## src/rtl/arb_pkg.sv

```systemverilog
// Shared definitions for the round-robin arbiter: FSM state encoding and default sizing.
// MAX_HOLD default only exists when ARB_TIMEOUT_EN is defined.
package arb_pkg;

    typedef enum logic {
        ST_IDLE  = 1'b0,
        ST_GRANT = 1'b1
    } arb_state_e;

    localparam int unsigned ARB_N     = 8;
    localparam int unsigned ARB_IDX_W = $clog2(ARB_N);
`ifdef ARB_TIMEOUT_EN
    localparam int unsigned ARB_MAX_HOLD = 16;
`endif

endpackage

```

## src/rtl/rr_pick_enc.sv

```systemverilog
// Combinational round-robin pick: first set request after last_idx, scanning upward mod N.
module rr_pick_enc #(
    parameter int unsigned N     = 8,
    parameter int unsigned IDX_W = 3
) (
    input  logic [N-1:0]     req_i,
    input  logic [IDX_W-1:0] last_idx_i,
    output logic [IDX_W-1:0] pick_idx_o,
    output logic             pick_valid_o
);

    logic [N-1:0]     rot;
    logic [IDX_W-1:0] off;
    logic             found;

    always_comb begin
        rot   = '0;
        off   = '0;
        found = 1'b0;
        // Rotate so that bit 0 is the requester just after the previous owner.
        for (int i = 0; i < int'(N); i++) begin
            rot[i] = req_i[IDX_W'(i) + last_idx_i + IDX_W'(1)];
        end
        for (int i = 0; i < int'(N); i++) begin
            if (!found && rot[i]) begin
                found = 1'b1;
                off   = IDX_W'(i);
            end
        end
        pick_idx_o   = off + last_idx_i + IDX_W'(1);
        pick_valid_o = |req_i;
    end

endmodule

```

## src/rtl/rr_arbiter8_enc.sv

```systemverilog
// Round-robin arbiter for N requesters with one-hot grant and encoded index.
// Optional forced release after MAX_HOLD grant cycles when ARB_TIMEOUT_EN is defined.
module rr_arbiter8_enc
    import arb_pkg::*;
#(
    parameter int unsigned N     = ARB_N,
    parameter int unsigned IDX_W = ARB_IDX_W
`ifdef ARB_TIMEOUT_EN
    ,
    parameter int unsigned MAX_HOLD = ARB_MAX_HOLD
`endif
) (
    input  logic             clk_i,
    input  logic             rst_ni,
    input  logic [N-1:0]     req_i,
    output logic [N-1:0]     gnt_o,
    output logic [IDX_W-1:0] gnt_idx_o,
    output logic             gnt_valid_o,
    output logic             timeout_o
);

    arb_state_e       state_q, state_d;
    logic [N-1:0]     gnt_q, gnt_d;
    logic [IDX_W-1:0] last_q, last_d;
    logic [IDX_W-1:0] gnt_idx;
    logic [IDX_W-1:0] pick_idx;
    logic             pick_valid;
    logic             owner_req;

    rr_pick_enc #(
        .N     (N),
        .IDX_W (IDX_W)
    ) u_pick (
        .req_i        (req_i),
        .last_idx_i   (last_q),
        .pick_idx_o   (pick_idx),
        .pick_valid_o (pick_valid)
    );

    // Index is encoded from the registered grant so gnt and gnt_idx can never disagree.
    always_comb begin
        gnt_idx = '0;
        for (int i = 0; i < int'(N); i++) begin
            if (gnt_q[i]) begin
                gnt_idx = gnt_idx | IDX_W'(i);
            end
        end
    end

    assign owner_req = |(req_i & gnt_q);

`ifdef ARB_TIMEOUT_EN
    localparam int unsigned CNT_W = $clog2(MAX_HOLD);

    logic [CNT_W-1:0] cnt_q, cnt_d;
    logic             timeout_q, timeout_d;
`endif

    always_comb begin
        state_d = state_q;
        gnt_d   = gnt_q;
        last_d  = last_q;
`ifdef ARB_TIMEOUT_EN
        cnt_d     = cnt_q;
        timeout_d = 1'b0;
`endif
        unique case (state_q)
            ST_IDLE: begin
                if (pick_valid) begin
                    gnt_d           = '0;
                    gnt_d[pick_idx] = 1'b1;
                    state_d         = ST_GRANT;
`ifdef ARB_TIMEOUT_EN
                    cnt_d = '0;
`endif
                end
            end
            ST_GRANT: begin
                if (!owner_req) begin
                    gnt_d   = '0;
                    last_d  = gnt_idx;
                    state_d = ST_IDLE;
`ifdef ARB_TIMEOUT_EN
                end else if (cnt_q == CNT_W'(MAX_HOLD - 1)) begin
                    gnt_d     = '0;
                    last_d    = gnt_idx;
                    state_d   = ST_IDLE;
                    timeout_d = 1'b1;
                end else begin
                    cnt_d = cnt_q + 1'b1;
`endif
                end
            end
            default: state_d = ST_IDLE;
        endcase
    end

    always_ff @(posedge clk_i or negedge rst_ni) begin
        if (!rst_ni) begin
            state_q <= ST_IDLE;
            gnt_q   <= '0;
            last_q  <= IDX_W'(N - 1);
`ifdef ARB_TIMEOUT_EN
            cnt_q     <= '0;
            timeout_q <= 1'b0;
`endif
        end else begin
            state_q <= state_d;
            gnt_q   <= gnt_d;
            last_q  <= last_d;
`ifdef ARB_TIMEOUT_EN
            cnt_q     <= cnt_d;
            timeout_q <= timeout_d;
`endif
        end
    end

    assign gnt_o       = gnt_q;
    assign gnt_idx_o   = gnt_idx;
    assign gnt_valid_o = |gnt_q;
`ifdef ARB_TIMEOUT_EN
    assign timeout_o = timeout_q;
`else
    assign timeout_o = 1'b0;
`endif

endmodule

```

## config.mk

```make
export PLATFORM = sky130hd
export DESIGN_NAME = rr_arbiter8_enc
export DESIGN_NICKNAME = d
export VERILOG_FILES = /design/src/rtl/arb_pkg.sv /design/src/rtl/rr_pick_enc.sv /design/src/rtl/rr_arbiter8_enc.sv
export SDC_FILE = /design/constraint.sdc
export NUM_CORES = 1
export LEC_CHECK = 0
export ABC_AREA = 1
export CAP_MARGIN = 20
export CORE_MARGIN = 1
export CORE_UTILIZATION = 56
export CTS_CLUSTER_SIZE = 25
export DETAILED_ROUTE_END_ITERATION = 8
export GPL_TIMING_DRIVEN = 0
export PLACE_DENSITY = 0.87
export SETUP_SLACK_MARGIN = 0.05
export SKIP_LAST_GASP = 1
export SLEW_MARGIN = 20
export SYNTH_ARGS = -nofsm -noshare
export SYNTH_HDL_FRONTEND = slang
export SYNTH_SLANG_ARGS = --single-unit
export TNS_END_PERCENT = 20
```

## constraint.sdc

```tcl
create_clock -name clk_i -period 5.1 [get_ports clk_i]
set_clock_uncertainty 0.2 [all_clocks]
set_input_delay 1.53 -clock clk_i [delete_from_list [all_inputs] [get_ports clk_i]]
set_output_delay 1.53 -clock clk_i [all_outputs]
set_load 0.02 [all_outputs]
```

## Word-level counts from Yosys, hierarchy flattened

Cells that the tools add are included.

- Flip-flop bits (word level): 12
- Memories kept: 0
- ROM bits: 0
- Word-level logic and storage cells: 99
- Bits of input ports: 10
- Bits in latches: 0
- Bits in writable memories: 0
- Output and inout bits: 13

- Reductions and logical operators: 20
- Muxes and demuxes: 45
- Divide/modulo/power cells: 0
- Order comparisons: 10
- Eq/ne operators: 2
- Bitwise gates (word level): 3
- Shift-type cells: 0
- $add $sub $neg: 16
- Multiply operators: 0

Operators by type and width:

| operator | count |
|---|---|
| $lt 3x4->1 const B | 9 |
| $add 3x1->3 const B | 8 |
| $bmux 1 s3 | 8 |
| $mux 3 | 8 |
| $reduce_or 8->1 | 3 |
| $mux 1 | 20 |
| $mux 8 | 2 |
| $pmux 8 s2 | 1 |
| $add 3x3->3 const A | 4 |
| $and 8x8->8 | 1 |
| $logic_and 1x1->1 | 8 |
| $mux 2 | 4 |
| $logic_not 1->1 | 7 |
| $add 2x3->3 const A | 2 |
| $ne 2x2->1 const B | 2 |
| $reduce_and 2->1 | 2 |
| $add 1x3->3 const A | 1 |
| $add 3x3->3 | 1 |
| $demux 1 s3 | 1 |
| $ge 3x1->1 const B | 1 |
| $not 1->1 | 2 |
| $pmux 1 s2 | 1 |

## Depth between registers and ports, before layout

- Depth in word-level cells: 33
- Depth in mapped cells: 22
- Depth with buffers taken out: 21

## Modules after synthesis

A second synthesis with hierarchy kept.

- Cells, all modules: 217
- Area total of the unflattened synthesis: 1,305.0 µm²

Modules (own cells, without submodules):

| module | instances | cells an instance | seq. area each (µm²) | area an instance (µm²) |
|---|---|---|---|---|
| rr_pick_enc | 1 | 134 | 0.0 | 661.9 |
| rr_arbiter8_enc | 1 | 83 | 304.0 | 643.1 |

## Least setup slack after synthesis

OpenSTA, ideal clock, no wires.

- Path type: input to register
- From: input port req_i[4]
- To: register gnt_q[2] (netlist: gnt_o[2])
- Required time: 4.782 ns
- Buffers on the path: 0
- Setup time: 0.118 ns
- Cell stages on the path: 16
- Data arrival time: 3.360 ns
- Slack: 1.423 ns
- Cells stage by stage: nand2_1 nand3_1 nand2_1 o21ai_1 nor2_1 nand4_4 o2111a_1 ha_1 inv_1 fa_1 xnor2_1 inv_1 nand2_2 nand2_2 nand3_1 nand2_1

- Longest elaborated chain between the ends: 32
- Elaborated cells between the ends (all ways): 59
- Classes of those cells: 2 x add/sub; 2 x order compare; 2 x eq/ne; 34 x mux; 1 x bitwise; 18 x reduce/logical

Ends and longest elaborated chain:

| element | RTL line | text |
|---|---|---|
| start, declared | rr_arbiter8_enc.sv:15 | `input logic [N-1:0] req_i,` |
| $bmux 1 s3 | rr_pick_enc.sv:22 | `rot[i] = req_i[IDX_W'(i) + last_idx_i + IDX_W'(1)];` |
| $mux 1 (not written as such) | rr_pick_enc.sv:22 |  |
| $mux 1 | rr_pick_enc.sv:25 | `if (!found && rot[i]) begin` |
| $logic_not 1->1 | rr_pick_enc.sv:25 |  |
| $logic_and 1x1->1 | rr_pick_enc.sv:25 |  |
| $mux 1 | rr_pick_enc.sv:25 |  |
| $logic_not 1->1 | rr_pick_enc.sv:25 |  |
| $logic_and 1x1->1 | rr_pick_enc.sv:25 |  |
| [... 16 more ...] | - |  |
| $add 3x3->3 | rr_pick_enc.sv:30 | `pick_idx_o = off + last_idx_i + IDX_W'(1);` |
| $add 3x1->3 | rr_pick_enc.sv:30 |  |
| $lt 3x4->1 (not written as such) / $ge 3x1->1 (equally long branches) | rr_arbiter8_enc.sv:71 | `gnt_d[pick_idx] = 1'b1;` |
| $logic_and 1x1->1 (not written as such) | rr_arbiter8_enc.sv:71 |  |
| $mux 1 (not written as such) | rr_arbiter8_enc.sv:71 |  |
| $demux 1 s3 | rr_arbiter8_enc.sv:71 |  |
| $mux 8 | rr_arbiter8_enc.sv:69 | `if (pick_valid) begin` |
| $pmux 8 s2 | rr_arbiter8_enc.sv:67 | `unique case (state_q)` |
| end signal, assigned | rr_arbiter8_enc.sv:109 | `gnt_q <= gnt_d;` |
| end, declared | rr_arbiter8_enc.sv:23 | `logic [N-1:0] gnt_q, gnt_d;` |

Several ways; a longest one is shown, not always the timed one. The select of a mux whose other input is x is not followed.
A chain may end at the register's enable or synchronous reset.

## Final worst setup path

- From: input port req_i[4]
- To: register gnt_q[0] (netlist: gnt_o[0])

The elaborated chain is that of the path after synthesis.

==> metrics.csv <==
stage,metric,value,unit
setup_path,path_cells,clkdlybuf4s50_1 -> nand2_1 -> nand3_1 -> nand2_1 -> o21ai_1 -> nor2_1 -> nand4_4 -> o2111a_1 -> ha_1 -> inv_1 -> fa_1 -> xnor2_1 -> inv_1 -> nand2_2 -> nand2_2 -> nand3_1 -> nand2_1,
routing,viasPerCell,5.551,
routing,drc_errors,0,
clock_network,insertion_delay,280,ps
placed_design,dp_hpwl,2661,um
placed_design,dpl-instance-area,1534,um2
sta,max-slew-margin-rel,63.82,%
sta,rsz0062_at_grt,false,
cells_and_area,diodes,0,
cells_and_area,final_util,71.67,%
floorplan,dieArea,2497,um2
clock_network,path_clk_slew,80,ps
cells_and_area,area_delta_synth_final,21.84,%
flow_run,cap_viol_max_count,0,
synthesis,synth.yosys.warnings,0,
cells_and_area,final_common_cell,nand2_1,
synthesis,synthAdderAreaFrac,5.437,%
placed_design,routabilityCongestion,0.9153,
sta,tns,0,ps
routing,wire_per_inst,13.18,um
clock_network,post_cts_resized,0,
floorplan,die_w,49.97,um
sta,slew_viol_final,0,
power,power.leakage,0.8465,nW
floorplan,ioPinCount,23,
synthesis,synth_seq_cells,12,
clock_network,cts_setup_buffers,0,
placed_design,place_inst,252,
synthesis,netlist_instances,203,
cells_and_area,fin_area,1570,um2
cells_and_area,fin_cells,256,
power,total_power,1.202,mW
floorplan,num_rows,17,
global_route,grt_pass1_wl,5809,um
setup_path,crit_arrival,4320,ps
power,power.density,765.5,nW/um2
min_path,hp-class,reg2reg,
sta,min_period,4355,ps
placed_design,port_buffers,21,
synthesis,synth-xor-area-share,1.942,%
cells_and_area,layout_common_cells,"83 x nand2_1, 31 x nand3_1, 21 x clkdlybuf4s50_1",
clock_network,cts_tree,built,
synthesis,synth_compound_gate_area_share,5.146,%
global_route,grt_usage,29.97,%
sta,hold_slack,372.9,ps
floorplan,initial_core_util,58.82,%
global_route,grt_start_max_net_pins,13,
clock_network,cts-root-buf,clkbuf_4,
setup_path,cp_slowest_stage_delay,550,ps
sta,tightest_slew,541.0,ps
power,ir_drop,0.5603,mV
clock_network,h-tree-depth,1,
sta,fmax,0.2296,GHz
sta,setup-violations-final,0,
setup_path,cp_data_required_time,5070,ps
outcome,outcome,"finished, final reports clean",
setup_path,critPathMostFrequentCell,nand2_1,
routing,drt_first_pass_iters,4,
synthesis,synth_top_family_by_area,simple AND/OR/NAND/NOR gates,
global_route,grt_overflow,0,
routing,drt-total-wl,3373,um
sta,setup_ws,744.7,ps
global_route,grt_pass1_vias,1401,
synthesis,avgSynthCellArea,6.348,um2
setup_path,crit_path_end_kind,register,
routing,ant_nets,0,
clock_network,cts_buffer_depth,2,
synthesis,yosysSeqAreaShare,23.59,%
clock_network,clock_sinks,12,
setup_path,crit_buf_inv,3,
sta,finalCritPeriodShare,85.40,%
setup_path,worstPathMaxFanout,5,
synthesis,synth_area,1289,um2
floorplan,core_area,2191,um2
synthesis,synthMuxAreaShare,0,%
setup_path,path_class,in2reg,
routing,drt_iter0_markers,58,
floorplan,die_h,49.97,um
setup_path,cpMaxStageDelayCell,clkdlybuf4s50_1,
clock_network,postCtsHoldBufs,0,
global_route,antenna_found_initial,0,
sta,finalHoldViolCount,0,
clock_network,numCtsBuffers,3,
placed_design,dpl_worst_slack,514.6,ps
routing,vias,1421,
synthesis,synth_simple_gate_area_share,54.08,%
setup_path,start_kind,primary input,
synthesis,synthesis.nets,218,
setup_path,path_delay_family,simple AND/OR/NAND/NOR gates,
cells_and_area,nNetsFinal,244,
synthesis,ys_types,31,
cells_and_area,drive_above_1_share,13.16,%
[synthesized netlist by cell type (all sizes together)]
library cell	number	area share (%)
nand2	93	29
nand3	33	14
inv	22	6.6
dfrtp	9	17
nor2	9	3.9
nand4	7	4.6
o21ai	5	1.9
buf	4	2.9
ha	4	3.9
dfstp	3	6.1
nor4	3	1.5
xnor2	2	1.9
a21oi	1	0.39
a221oi	1	0.68
a22o	1	0.68
and2	1	0.49
conb	1	0.29
fa	1	1.6
o2111a	1	0.87
o31ai	1	0.58
or2	1	0.49
[logic make-up after synthesis]
group,Yosys count
simple gates,147
buf+inv,26
flops,12
compound gates,10
fa+ha+maj,5
xor+xnor,2
other cells,1
[report_power, final]
group	internal (mW)	switching [mW]	leakage (nW)
registers	0.130	0.0274	0.152
clock network	0.0434	0.0339	0.0210
logic	0.337	0.631	0.674
total	0.510	0.692	0.846
[final timing paths]
path                       depth (start not counted)        end  startpoint  slack [ps]
setup / recovery                                  17   gnt_o[0]    req_i[4]         740
hold / removal                                     2    state_q     state_q         370
setup reg to reg                                  19   gnt_o[0]   last_q[0]        1350
hold reg to reg                                    2    state_q     state_q         370
max in group asynchronous                          1  last_q[1]      rst_ni        2940
min in group asynchronous                          1    state_q      rst_ni        1400
[layout make-up]
class                           instances  area [um2]
Inverter                               22       85.08
Fill cell                             189       620.6
Buffer                                  4       37.54
Multi-Input combinational cell        165       862.1
Timing Repair Buffer                   21       210.2
Sequential cell                        12       304.0
Clock buffer                            4       36.28
Tap cell                               28       35.03
[routing by layer]
metal	global-route usage, %	share of wire [%]	wire length (um)
met1	36.19	43	1438
met2	53.60	50	1685
met3	1.235	4.7	157
met4	14.76	2.7	91
met5	0	0	0
[registers in the layout (all words and copies together) (netlist names)]
register	cells
last_q	3
state_q	1
gnt_o	8
[worst min-delay path: stages, from the launching register on]
cell and delay [ps]:
dfrtp_1 380, inv_1 90, a21oi_1 70
(Power assumes the default switching activity.)
